## config.mk

```make
export PLATFORM = sky130hd
export DESIGN_NAME = gate_eval_arbiter
export DESIGN_NICKNAME = d
export VERILOG_FILES = /design/src/rtl/gate_eval_arbiter.sv
export SDC_FILE = /design/constraint.sdc
export NUM_CORES = 1
export LEC_CHECK = 0
export BUFFER_PORTS_ARGS = -buffer_cell sky130_fd_sc_hd__buf_4
export CORE_ASPECT_RATIO = 1.4
export CORE_MARGIN = 4
export CORE_UTILIZATION = 53
export DETAILED_ROUTE_END_ITERATION = 6
export PLACE_DENSITY = 0.87
export SETUP_SLACK_MARGIN = 0.2
export SYNTH_ARGS = -nofsm -noshare
export SYNTH_HDL_FRONTEND = slang
export SYNTH_SLANG_ARGS = --single-unit
export TNS_END_PERCENT = 20
```

## constraint.sdc

```tcl
create_clock -name clk -period 2 [get_ports clk]
set_input_delay 0.4 -clock clk [delete_from_list [all_inputs] [get_ports clk]]
set_output_delay 0.4 -clock clk [all_outputs]
set_load 0.005 [all_outputs]
```

## src/rtl/gate_eval_arbiter.sv

```systemverilog
// Round-robin arbiter sharing one registered 4-state gate evaluator among NREQ requesters.
// Results return on a common valid/ready channel tagged with the one-hot requester ID.
module gate_eval_arbiter #(
  parameter int NREQ = 4,
  parameter int CNTW = 16
) (
  input  logic              clk,
  input  logic              rst_n,
  input  logic [NREQ-1:0]   req_valid,
  output logic [NREQ-1:0]   req_ready,
  input  logic [2*NREQ-1:0] req_a,
  input  logic [2*NREQ-1:0] req_b,
  input  logic [2*NREQ-1:0] req_op,
  output logic              rsp_valid,
  output logic [NREQ-1:0]   rsp_id,
  output logic [1:0]        rsp_data,
  input  logic              rsp_ready,
  output logic              busy,
  output logic [CNTW-1:0]   eval_count,
  output logic [CNTW-1:0]   x_count
);

  localparam int IDXW = $clog2(NREQ);

  typedef enum logic [1:0] {IDLE, EVAL, RESP} state_t;

  state_t            state;
  logic [IDXW-1:0]   rr_ptr;
  logic [NREQ-1:0]   grant;
  logic [IDXW-1:0]   grant_idx;
  logic [1:0]        a_sel, b_sel, op_sel;
  logic              found;
  logic [1:0]        a_p0, b_p0, op_p0;
  logic [NREQ-1:0]   id_p0;
  logic [IDXW-1:0]   idx_p0;

  // Operand code 11 is X just like 10; results use 00/01/10 only.
  function automatic logic [1:0] gate_eval(input logic [1:0] a, input logic [1:0] b,
                                           input logic [1:0] op);
    logic       az, ao, bz, bo;
    logic [1:0] and_r, or_r, res;
    az    = (a == 2'b00);
    ao    = (a == 2'b01);
    bz    = (b == 2'b00);
    bo    = (b == 2'b01);
    and_r = (az || bz) ? 2'b00 : ((ao && bo) ? 2'b01 : 2'b10);
    or_r  = (ao || bo) ? 2'b01 : ((az && bz) ? 2'b00 : 2'b10);
    case (op)
      2'b00:   res = and_r;
      2'b01:   res = or_r;
      2'b10:   res = (a[1] || b[1]) ? 2'b10 : {1'b0, a[0] ^ b[0]};
      default: res = and_r[1] ? 2'b10 : {1'b0, ~and_r[0]};
    endcase
    return res;
  endfunction

  function automatic logic [CNTW-1:0] sat_inc(input logic [CNTW-1:0] v);
    return (&v) ? v : v + CNTW'(1);
  endfunction

  // Two passes give the wrap-around search: indices >= rr_ptr first, then the rest.
  always_comb begin
    grant     = '0;
    grant_idx = '0;
    a_sel     = '0;
    b_sel     = '0;
    op_sel    = '0;
    found     = 1'b0;
    for (int j = 0; j < NREQ; j++) begin
      if (!found && req_valid[j] && (j >= int'(rr_ptr))) begin
        found     = 1'b1;
        grant[j]  = 1'b1;
        grant_idx = IDXW'(j);
        a_sel     = req_a[2*j +: 2];
        b_sel     = req_b[2*j +: 2];
        op_sel    = req_op[2*j +: 2];
      end
    end
    for (int j = 0; j < NREQ; j++) begin
      if (!found && req_valid[j]) begin
        found     = 1'b1;
        grant[j]  = 1'b1;
        grant_idx = IDXW'(j);
        a_sel     = req_a[2*j +: 2];
        b_sel     = req_b[2*j +: 2];
        op_sel    = req_op[2*j +: 2];
      end
    end
  end

  assign req_ready = (rst_n && state == IDLE) ? grant : '0;
  assign busy      = (state != IDLE);

  // Stage p0: operands captured on the accept handshake
  always_ff @(posedge clk) begin
    if (state == IDLE && found) begin
      a_p0  <= a_sel;
      b_p0  <= b_sel;
      op_p0 <= op_sel;
      id_p0 <= grant;
    end
  end

  always_ff @(posedge clk or negedge rst_n) begin
    if (!rst_n) begin
      state      <= IDLE;
      rr_ptr     <= '0;
      idx_p0     <= '0;
      rsp_valid  <= 1'b0;
      rsp_id     <= '0;
      rsp_data   <= 2'b00;
      eval_count <= '0;
      x_count    <= '0;
    end else begin
      case (state)
        IDLE: begin
          if (found) begin
            idx_p0 <= grant_idx;
            state  <= EVAL;
          end
        end
        // Stage p1: evaluate and present the response
        EVAL: begin
          rsp_data  <= gate_eval(a_p0, b_p0, op_p0);
          rsp_id    <= id_p0;
          rsp_valid <= 1'b1;
          state     <= RESP;
        end
        RESP: begin
          if (rsp_ready) begin
            rsp_valid  <= 1'b0;
            eval_count <= sat_inc(eval_count);
            if (rsp_data == 2'b10)
              x_count <= sat_inc(x_count);
            rr_ptr <= (idx_p0 == IDXW'(NREQ - 1)) ? '0 : idx_p0 + IDXW'(1);
            state  <= IDLE;
          end
        end
        default: state <= IDLE;
      endcase
    end
  end

endmodule

```

Word-level counts from Yosys, hierarchy flattened
Index checks and enable logic that the tools add are counted.
{"block": "totals", "reg_bits": 55, "in_bits": 31, "word_cells": 130, "out_inout_bits": 44}
{"block": "classes", "bitwise": 4, "mux": 60, "add_sub_neg": 3, "order_cmp": 3, "n_eq_ne": 10, "n_reduce_logical": 38}
{"operator": "2-bit two-way mux", "n": 39}
{"operator": "16-bit by 1-bit adder with 16-bit output, second input constant", "n": 2}
{"operator": "16-bit AND reduction", "n": 2}
{"operator": "1-bit two-way mux", "n": 17}
{"operator": "1-bit logical AND", "n": 14}
{"operator": "2-bit case mux with 3 select lines", "n": 2}
{"operator": "2-bit by 1-bit == test with 1-bit output, second input constant", "n": 4}
{"operator": "2-bit == test, second input constant", "n": 4}
{"operator": "2-bit zero test", "n": 4}
{"operator": "2-bit AND reduction", "n": 4}
{"operator": "1-bit zero test", "n": 7}
{"operator": "1-bit by 2-bit >= comparator with 1-bit output, first input constant", "n": 2}
{"operator": "4-bit two-way mux", "n": 1}
{"operator": "2-bit inequality test, second input constant", "n": 2}
{"operator": "4-bit AND reduction", "n": 1}
{"operator": "2-bit nonzero test", "n": 2}
{"operator": "1-bit logical OR", "n": 3}
{"operator": "1-bit NOT", "n": 3}
{"operator": "3-bit AND reduction", "n": 1}
{"operator": "2-bit by 1-bit adder with 2-bit output, second input constant", "n": 1}
{"operator": "2-bit >= comparator, first input constant", "n": 1}
{"operator": "1-bit case mux with 2 select lines", "n": 1}
{"operator": "1-bit bitwise XOR", "n": 1}

Longest topological paths before layout
Gate-level depths: netlist of run 1.
{"block": "depth", "ltp_word": 28, "depth_mapped": 6, "ltp_nobuf": 6}

Least setup slack after synthesis of run 1
No wires, ideal clock.
{"block": "synth_path", "path_type": "flip-flop to flip-flop", "startpoint": "register state[1]", "endpoint": "register a_p0[0], enable pin", "arrival_time_ns": 1.304, "path_slack_ns": 0.309, "required_time_ns": 1.614, "synth_period_minus_slack_ns": 1.691, "path_stages_with_launch": 4, "path_buffers": 0, "setup_time_ns": 0.386, "path_cell_list": "dfrtp_1 > nor2_1 > inv_1 > a21oi_1"}
{"block": "synth_between", "elab_chain_cells": 2}
{"item": "start, declared", "line": "27", "source": "state_t state;"}
{"item": "start signal, assigned", "line": "106", "source": "state <= IDLE;"}
{"item": "start signal, assigned", "line": "119", "source": "state <= EVAL;"}
{"item": "start signal, assigned", "line": "127", "source": "state <= RESP;"}
{"item": "2-bit zero test", "line": "96", "source": "if (state == IDLE && found) begin"}
{"item": "1-bit logical AND", "line": "96"}
{"item": "end signal, assigned", "line": "97", "source": "a_p0 <= a_sel;"}
{"item": "end, declared", "line": "33", "source": "logic [1:0] a_p0, b_p0, op_p0;"}
No other way between the ends.
A chain may end at the register's enable or synchronous reset.

Worst setup path in the final report of run 1
{"block": "layout_path", "startpoint": "register rr_ptr[0]", "endpoint": "output req_ready[0]"}
{"block": "layout_between", "elab_chain_cells": 18, "elab_cells_between_ends": 20, "classes_between": "order compare: 3; mux: 6; reduce/logical: 11"}
{"item": "start, declared", "line": "28", "source": "logic [IDXW-1:0] rr_ptr;"}
{"item": "start signal, assigned", "line": "135", "source": "rr_ptr <= (idx_p0 == IDXW'(NREQ - 1)) ? '0 : idx_p0 + IDXW'(1);"}
{"item": "1-bit by 2-bit >= comparator with 1-bit output", "line": "70", "source": "if (!found && req_valid[j] && (j >= int'(rr_ptr))) begin"}
{"item": "1-bit logical AND", "line": "70"}
{"item": "1-bit two-way mux", "line": "70"}
{"item": "1-bit zero test", "line": "70"}
{"item": "1-bit logical AND (2 in a row)", "line": "70"}
{"item": "1-bit two-way mux", "line": "70"}
{"item": "1-bit zero test", "line": "70"}
{"item": "1-bit logical AND (2 in a row)", "line": "70"}
{"item": "1-bit two-way mux", "line": "70"}
{"item": "1-bit zero test", "line": "70"}
{"item": "1-bit logical AND", "line": "70"}
{"item": "1-bit two-way mux", "line": "70"}
{"item": "1-bit zero test", "line": "80", "source": "if (!found && req_valid[j]) begin"}
{"item": "1-bit logical AND", "line": "80"}
{"item": "1-bit two-way mux (*)", "line": "80"}
{"item": "via grant[0]", "line": "29", "source": "logic [NREQ-1:0] grant;"}
{"item": "4-bit two-way mux (*)", "line": "91", "source": "assign req_ready = (rst_n && state == IDLE) ? grant : '0;"}
{"item": "end, declared", "line": "10", "source": "output logic [NREQ-1:0] req_ready,"}
The timed path passes the listed nets; every way through them passes the cells marked *.

==> results of run 1 <==
-- worst reg2reg max path: stages, from the launching register on --
cell     delay [ns]
dfrtp_2        0.46
buf_4          0.16
inv_1          0.08
o21ai_1        0.10
nand3_2        0.14
inv_4          0.07
a22o_1         0.23
a211o_1        0.28
-- cell usage in the layout, fill, tap and decap left out, types with 5 or more instances in the layout --
master	n
xnor2_1	23
and3_1	5
a211o_1	5
and4_1	5
inv_1	9
a21oi_1	8
xor2_1	7
clkbuf_8	5
dfrtp_1	42
buf_4	85
o21ai_0	12
mux2_2	7
nand2b_1	5
a22oi_1	6
nand4_1	7
nand2_1	26
a22o_1	5
nor2_1	14
nand3_1	11
edfxtp_1	10
-- through the flow --
stage / utilization / area, um2
after floorplan: - / 2860
after global placement: 0.680 / 3530
after detailed placement: 0.680 / 3530
after CTS: 0.701 / 3640
after global routing: 0.715 / 3710
final: 0.715 / 3710
-- layout make-up --
cell class / instances / area (um2)
multi-input combinational: 193 / 1410
inverter: 11 / 43.8
sequential: 55 / 1430
clock buffer: 7 / 76.3
tap: 66 / 82.6
fill: 408 / 1480
timing repair buffer: 88 / 672
-- power breakdown --
part           total, mW  leakage [nW]  internal, mW  switching [mW]
Combinational       1.51          1.04         0.815           0.696
Clock              0.575        0.0383         0.242           0.332
Sequential          1.82         0.690          1.50           0.316
-- worst paths after layout --
kind | from | end | slack (ns)
worst max-delay path | rr_ptr[0]$_DFFE_PN0P_ | req_ready[0] | 0.04
worst min-delay path | rst_n | rsp_valid$_DFFE_PN0P_ | 0.19
worst max register to register | rr_ptr[0]$_DFFE_PN0P_ | op_p0[1]$_DFFE_PP_ | 0.24
worst min register to register | id_p0[2]$_DFFE_PP_ | rsp_id[2]$_DFFE_PN0P_ | 0.49
max in group asynchronous | rst_n | x_count[0]$_DFFE_PN0P_ | 1.40
min in group clk | rsp_ready | state[1]$_DFFE_PN0P_ | 0.32
-- state kept, by name (all words and copies together) (netlist names) --
register / flops
rsp_data: 2
op_p0: 2
id_p0: 4
rsp_valid: 1
eval_count: 16
b_p0: 2
rr_ptr: 2
x_count: 16
a_p0: 2
rsp_id: 4
idx_p0: 2
state: 2
-- layer usage --
metal  GRT usage  vias up
met5           0        -
met4      0.0767        0
met3      0.0309        6
met2       0.374       67
met1       0.220     1135
li1            -     1141
-- logic make-up after synthesis --
| kind of cell | count (synthesis) |
|---|---|
| flops | 55 |
| mux | 8 |
| compound gates | 57 |
| fa+ha+maj | 3 |
| xor+xnor | 30 |
| buf+inv | 18 |
| simple gates | 95 |
-- timing repair --
| action | in CTS | in global routing |
|---|---|---|
| buffers inserted | 2 | 3 |
| hold endpoints to repair | 0 | 0 |
| setup endpoints to repair | 8 | 15 |
| pin swaps | 1 | 5 |
| gates resized for setup | 6 | 13 |
==> flow_summary.ini, run 1 <==
[setup_path]
path_buf_inv = 1
path_class = register to output port
cp-end-kind = output port
crit_arrival_ns = 1.56
cp_max_fo = 4
worstRegToRegCells = 7
crit_chain = nand2b_4 > a22oi_2 > nor3b_4 > a21o_1 > nor2b_4 > buf_6
crit_required_ns = 1.60
critPathMaxStageDelay_ns = 0.46
critPathSlowestCell = dfrtp_2
critPathLaunchType = register
cp.depth = 6
critPathTopFamily = flip-flops

[sta]
setup_slack_ns = 0.0445
rsz0062_at_grt = yes
fmax_mhz = 511
worst_pin_slew_ns = 0.558
fin_worst_skew_ns = 0.00823
finalCritPeriodShare = 0.978
slew_headroom = 0.628
period_minus_slack_ns = 1.96
final-setup-viol-count = 0
finalHoldViolations = 0
fin_hold_ws_ns = 0.188
maxSlewViolCount = 0
tns_ns = 0

[route]
drtAntennaViolNets = 0
highest_layer = met4
wl_per_cell_um = 15.3
wl_met1_um = 2560
drc = 0
wl_met2_um = 3500
drt_iter0_markers = 86
met3_length_um = 273
vias = 2349
dr.pass1.iters = 4
via_per_inst = 5.59
drt-total-wl_um = 6410

[floorplan]
die_x_um = 70.1
die_h_um = 95.0
fp-row-count = 31
dieArea_mm2 = 0.00666
start_util = 0.551
pin_count = 75
core-area_mm2 = 0.00520

[grt]
grt_overflow = 0
grt_pass1_wl_um = 10700
grt_pass1_vias = 2376
antenna_found_initial = 0
grt_start_max_net_pins = 46
track_usage = 0.197

[place]
gp_congestion = 0.791
hpwl_um = 4870
io_buffers = 74
dp_cells = 408
dp_slack_ns = 0.163

[synthesis]
synth_mux_area_frac = 0.0328
async_reset_ff_frac = 0.818
synth_seq_area_share = 0.498
synthAdderAreaFrac = 0.0131
yosys.area.top_type = dfrtp_1
syn_inst = 266
netlist-cell-type-count = 51
synth_top_family_by_area = simple AND/OR/NAND/NOR gates
ys_seq_elements = 55
synth-xor-area-share = 0.0918
synth.area.top_cells = dfrtp_1 39%, edfxtp_1 10%, xnor2_1 7.0%, nand2_1 3.4%, mux2_2 2.8%
synth_top_area_share = 0.393
ys_warn_count = 0
synth.most_common_cell = dfrtp_1
synth_edf_count = 10
avgSynthCellArea_um2 = 10.8
yosys_most_used_dff = dfrtp_1
yosys.area_share.simple = 0.196
syn-num-nets = 300
synth_compound_area_frac = 0.141
synth_commonest_cells = 45 x dfrtp_1, 26 x nand2_1, 23 x xnor2_1, 14 x nor2_1
syn_area_mm2 = 0.00286

[layout]
antenna_cells = 0
drive_gt1_frac = 0.356
instances_no_fill = 420
area_growth_pct = 29.8
fin_nets = 388

[power_and_ir_drop]
irDropWorstVdd_uv = 679
p_total_mw = 3.90
p_leak_nw = 1.77
powerDensity_mw_per_mm2 = 1050

[cts]
clock_latency_ns = 0.30
cts_buffers = 5
clk_pin_slew_ns = 0.09
hold_buffers = 0
cts_root_buf = clkbuf_8
cts_buffer_depth = 2
cts.htree.levels = 2
cts_sinks = 55
cts_tree = done

[min_path]
hp-class = input port to async pin

[status]
outcome = complete, no violations

[flow_run]
cap_violations = 0
Power figures use the tool's default switching activity.
==> inputs of run 2 (changes only) <==
--- a/config.mk
+++ b/config.mk
@@ -6,11 +6,13 @@
 export NUM_CORES = 1
 export LEC_CHECK = 0
 export BUFFER_PORTS_ARGS = -buffer_cell sky130_fd_sc_hd__buf_4
+export CELL_PAD_IN_SITES_DETAIL_PLACEMENT = 1
+export CELL_PAD_IN_SITES_GLOBAL_PLACEMENT = 1
 export CORE_ASPECT_RATIO = 1.4
 export CORE_MARGIN = 4
-export CORE_UTILIZATION = 53
+export CORE_UTILIZATION = 40
 export DETAILED_ROUTE_END_ITERATION = 6
-export PLACE_DENSITY = 0.87
+export PLACE_DENSITY = 0.86
 export SETUP_SLACK_MARGIN = 0.2
 export SYNTH_ARGS = -nofsm -noshare
 export SYNTH_HDL_FRONTEND = slang
==> flow_summary.ini, run 2 (synthesized netlist as in run 1, its figures left out) <==
[cts]
cts_buffers = 5
clk_pin_slew_ns = 0.10
cts.htree.levels = 2
cts_tree = done
cts_root_buf = clkbuf_8
cts_sinks = 55
cts_buffer_depth = 2
clock_latency_ns = 0.31

[setup_path]
critPathTopFamily = flip-flops
critPathMaxStageDelay_ns = 0.47
crit_path_frequent_cell = buf_6
crit_chain = buf_6 > a22oi_2 > nor3b_4 > a21o_1 > nor2b_4 > buf_6
crit_required_ns = 1.60
path_class = register to output port
cp_max_fo = 4
critPathLaunchType = register
cp-end-kind = output port
path_buf_inv = 2
crit_arrival_ns = 1.64
critPathSlowestCell = dfrtp_2

[place]
hpwl_um = 5890
place_area_mm2 = 0.00357
gp_congestion = 0.809
io_buffers = 74

[power_and_ir_drop]
powerDensity_mw_per_mm2 = 1070
p_total_mw = 4.10
p_int_mw = 2.63
p_clk_frac = 0.156
combinationalPowerShare = 0.393
sw_frac_of_total = 0.359
p_leak_nw = 1.79
irDropWorstVdd_uv = 555
p_switching_mw = 1.47
p_seq_frac = 0.451

[grt]
track_usage = 0.195
grt_overflow = 0
grt_pass1_vias = 2689
antenna_found_initial = 0
grt_pass1_wl_um = 13300
grt_start_max_net_pins = 46

[layout]
design_area_mm2 = 0.00383
fillCellCount = 782
final_common_cell = buf_4
top_regs = eval_count: 16 flops, x_count: 16 flops
fin_nets = 390
drive_gt1_frac = 0.398
area_growth_pct = 33.9
antenna_cells = 0
multiInputGateArea_mm2 = 0.00145
register_area_mm2 = 0.00143
final_cell_mix = 85 x buf_4, 39 x dfrtp_1, 25 x nand2_1

[route]
vias = 2398
dr.pass1.iters = 4
drt-total-wl_um = 7800
drc = 0
drtAntennaViolNets = 0
drt_iter0_markers = 64
wl_per_cell_um = 17.3
via_per_inst = 5.31

[sta]
setup_slack_ns = -0.0434
fmax_mhz = 489
slew_headroom = 0.622
fin_worst_skew_ns = 0.0105
fin_hold_ws_ns = 0.184
final-setup-viol-count = 1
worst_pin_slew_ns = 0.567
rsz0062_at_grt = yes
finalCritPeriodShare = 1.02
maxSlewViolCount = 0
finalHoldViolations = 0
tns_ns = -0.0434
period_minus_slack_ns = 2.04

[floorplan]
die_h_um = 108
core-area_mm2 = 0.00698
die_x_um = 79.5
pin_count = 75
fp-row-count = 36
dieArea_mm2 = 0.00859
start_util = 0.410

[flow_run]
cap_violations = 0

[status]
outcome = finished, violations left
violations = negative setup slack

[min_path]
hp-class = input port to async pin
==> run 2: per-layer routing <==
layer / up-vias / GRT usage / share of wire
li1: 1140 / - / -
met1: 1164 / 0.214 / 0.35
met2: 80 / 0.361 / 0.58
met3: 14 / 0.0400 / 0.053
met4: 0 / 0.0786 / 0.025
met5: - / 0 / 0
==> run 2: power by group through the flow <==
stage / sequential [mW] / clock (mW) / combinational (mW)
after floorplan: 1.74 / 0 / 0.871
after CTS: 1.85 / 0.652 / 1.53
after detailed placement: 1.86 / 0 / 1.42
after global routing: 1.91 / 0.722 / 1.79
after global placement: 1.82 / 0 / 1.35
final: 1.85 / 0.639 / 1.61
==> run 2: worst paths after layout <==
check | slack [ns] | cells after the start | from | end
worst max-delay path | -0.04 | 6 | rr_ptr[0]$_DFFE_PN0P_ | req_ready[0]
worst min-delay path | 0.18 | 2 | rst_n | rsp_valid$_DFFE_PN0P_
worst max register to register | 0.04 | 8 | rr_ptr[0]$_DFFE_PN0P_ | op_p0[1]$_DFFE_PP_
worst min register to register | 0.49 | 1 | id_p0[3]$_DFFE_PP_ | rsp_id[3]$_DFFE_PN0P_
max in group asynchronous | 1.40 | 2 | rst_n | eval_count[6]$_DFFE_PN0P_
min in group clk | 0.32 | 2 | rsp_ready | state[1]$_DFFE_PN0P_
==> run 2: stage by stage <==
step	setup WS, ns	std cells	util
2_1_floorplan	0.309	266	-
6_report	-0.0434	452	0.549
3_3_place_gp	0.165	437	0.511
4_1_cts	-0.0417	449	0.537
5_1_grt	-0.120	452	0.549
3_5_place_dp	0.0808	437	0.511
==> run 2: cell type report <==
cell class,instances,area share
clock buffers,7,0.0225
inverters,11,0.0108
repair buffers,90,0.181
multi-input cells,193,0.379
flip-flops and latches,55,0.374
well taps,95,0.0310
clock inverters,1,0.00131
==> run 2: worst register-to-register path: cells and delay by family (launching register included) <==
family	cells	cell delay (ns)
AO/OA/AOI/OAI	3	0.65
buffers and inverters	4	0.50
flip-flops	1	0.47
AND/OR/NAND/NOR	1	0.08
==> run 2: repair_timing <==
item	CTS	global route
pin swaps	14	12
gates cloned	0	0
resized for setup	16	17
hold buffers	0	0
setup endpoints to repair	11	17
setup buffers	4	3
==> inputs of run 3 (changes only) <==
--- a/config.mk
+++ b/config.mk
@@ -13,7 +13,7 @@
 export CORE_UTILIZATION = 40
 export DETAILED_ROUTE_END_ITERATION = 6
 export PLACE_DENSITY = 0.86
-export SETUP_SLACK_MARGIN = 0.2
+export SETUP_SLACK_MARGIN = 0.05
 export SYNTH_ARGS = -nofsm -noshare
 export SYNTH_HDL_FRONTEND = slang
 export SYNTH_SLANG_ARGS = --single-unit
==> flow_summary.ini, run 3 (synthesized netlist as in run 1, its figures left out) <==
[status]
outcome = finished, violations left
violations = negative setup slack

[sta]
slew_headroom = 0.622
finalCritPeriodShare = 1.02
worst_pin_slew_ns = 0.567
maxSlewViolCount = 0
rsz0062_at_grt = yes
setup_slack_ns = -0.0480
period_minus_slack_ns = 2.05
fmax_mhz = 488
final-setup-viol-count = 2
fin_worst_skew_ns = 0.0116
finalHoldViolations = 0

[route]
dr.pass1.iters = 4
wl_per_cell_um = 17.2
drtAntennaViolNets = 0
drt-total-wl_um = 7730
drc = 0
vias = 2389
drt_iter0_markers = 67
via_per_inst = 5.31

[cts]
cts_root_buf = clkbuf_8
cts_sinks = 55
cts_tree = done
cts_buffers = 5
hold_buffers = 0
clock_latency_ns = 0.31
cts_buffer_depth = 2
cts.htree.levels = 2
clk_pin_slew_ns = 0.10

[layout]
top_regs = eval_count: 16 flops, x_count: 16 flops
final_cell_mix = 85 x buf_4, 43 x dfrtp_1, 26 x nand2_1
drive_gt1_frac = 0.355
fin_nets = 388
design_area_mm2 = 0.00376
antenna_cells = 0
fin_util = 0.538
final_common_cell = buf_4
area_growth_pct = 31.3

[setup_path]
path_buf_inv = 2
cp-end-kind = output port
crit_path_frequent_cell = buf_6
path_class = register to output port
crit_arrival_ns = 1.65
worstRegToRegCells = 8
critPathLaunchType = register
critPathMaxStageDelay_ns = 0.47
cp.depth = 6
critPathTopFamily = flip-flops
crit_required_ns = 1.60
crit_chain = buf_6 > a22oi_2 > nor3b_4 > a21o_1 > nor2b_4 > buf_6
cp_max_fo = 4
critPathSlowestCell = dfrtp_2

[floorplan]
die_h_um = 108
dieArea_mm2 = 0.00859
core-area_mm2 = 0.00698
start_util = 0.410
die_x_um = 79.5
fp-row-count = 36
pin_count = 75

[power_and_ir_drop]
p_total_mw = 4.03
p_switching_mw = 1.45
p_seq_frac = 0.460
irDropWorstVdd_uv = 648
p_clk_frac = 0.158
combinationalPowerShare = 0.382
powerDensity_mw_per_mm2 = 1070
p_leak_nw = 1.78
sw_frac_of_total = 0.360
p_int_mw = 2.58

[grt]
grt_pass1_vias = 2694
grt_start_max_net_pins = 46
antenna_found_initial = 0
grt_overflow = 0
grt_pass1_wl_um = 13200
track_usage = 0.194

[place]
hpwl_um = 5890
place_area_mm2 = 0.00357
gp_congestion = 0.809
io_buffers = 74

[min_path]
hp-class = input port to async pin

[flow_run]
cap_violations = 0
-- run 3: cell types whose count changed in the layout (fill, tap and decap cells not counted), sizes merged --
| cell | change |
|---|---|
| buf | -2 |
-- run 3: final cells by class --
class | count | area, um2
Tap cell | 95 | 119
Clock buffer | 7 | 86.3
Multi-Input combinational cell | 193 | 1410
Inverter | 11 | 41.3
Timing Repair Buffer | 88 | 672
Fill cell | 784 | 3220
Clock inverter | 1 | 5.00
Sequential cell | 55 | 1430
-- run 3: power groups by stage --
stage                     Clock, mW  Sequential [mW]  Combinational, mW
after floorplan                   0             1.74              0.871
after global placement            0             1.82               1.35
after detailed placement          0             1.86               1.42
after CTS                     0.652             1.85               1.50
after global routing          0.720             1.91               1.71
final                         0.638             1.85               1.54
-- run 3: metal layers --
layer / track usage / vias to the layer above / part of all wire
li1: - / 1134 / -
met1: 0.212 / 1165 / 0.35
met2: 0.360 / 74 / 0.57
met3: 0.0392 / 16 / 0.052
met4: 0.0823 / 0 / 0.027
met5: 0 / - / 0
-- run 3: what timing repair did --
action	4_1_cts	5_1_grt
cloned	0	0
gates resized for setup	13	3
pin swaps	2	7
setup endpoints to repair	4	9
buffers inserted	3	2
-- run 3: path summary, 6_finish.rpt --
| check | start | end | slack [ns] |
|---|---|---|---|
| max in group asynchronous | rst_n | rr_ptr[0]$_DFFE_PN0P_ | 1.43 |
| min in group clk | rsp_ready | state[1]$_DFFE_PN0P_ | 0.32 |
| worst max-delay path | rr_ptr[0]$_DFFE_PN0P_ | req_ready[0] | -0.05 |
| worst max register to register | rr_ptr[0]$_DFFE_PN0P_ | op_p0[1]$_DFFE_PP_ | 0.05 |
| worst min-delay path | rst_n | rsp_valid$_DFFE_PN0P_ | 0.17 |
| worst min register to register | id_p0[3]$_DFFE_PP_ | rsp_id[3]$_DFFE_PN0P_ | 0.49 |
-- run 3: metrics by stage --
stage | setup TNS, ns | hold WS (ns) | std cells | setup WS, ns
after global routing | -0.226 | 0.230 | 450 | -0.115
after detailed placement | 0 | 0.475 | 437 | 0.0808
after floorplan | 0 | 0.104 | 266 | 0.309
after global placement | 0 | 0.460 | 437 | 0.165
after CTS | -0.0448 | 0.203 | 448 | -0.0417
final | -0.0634 | 0.173 | 450 | -0.0480
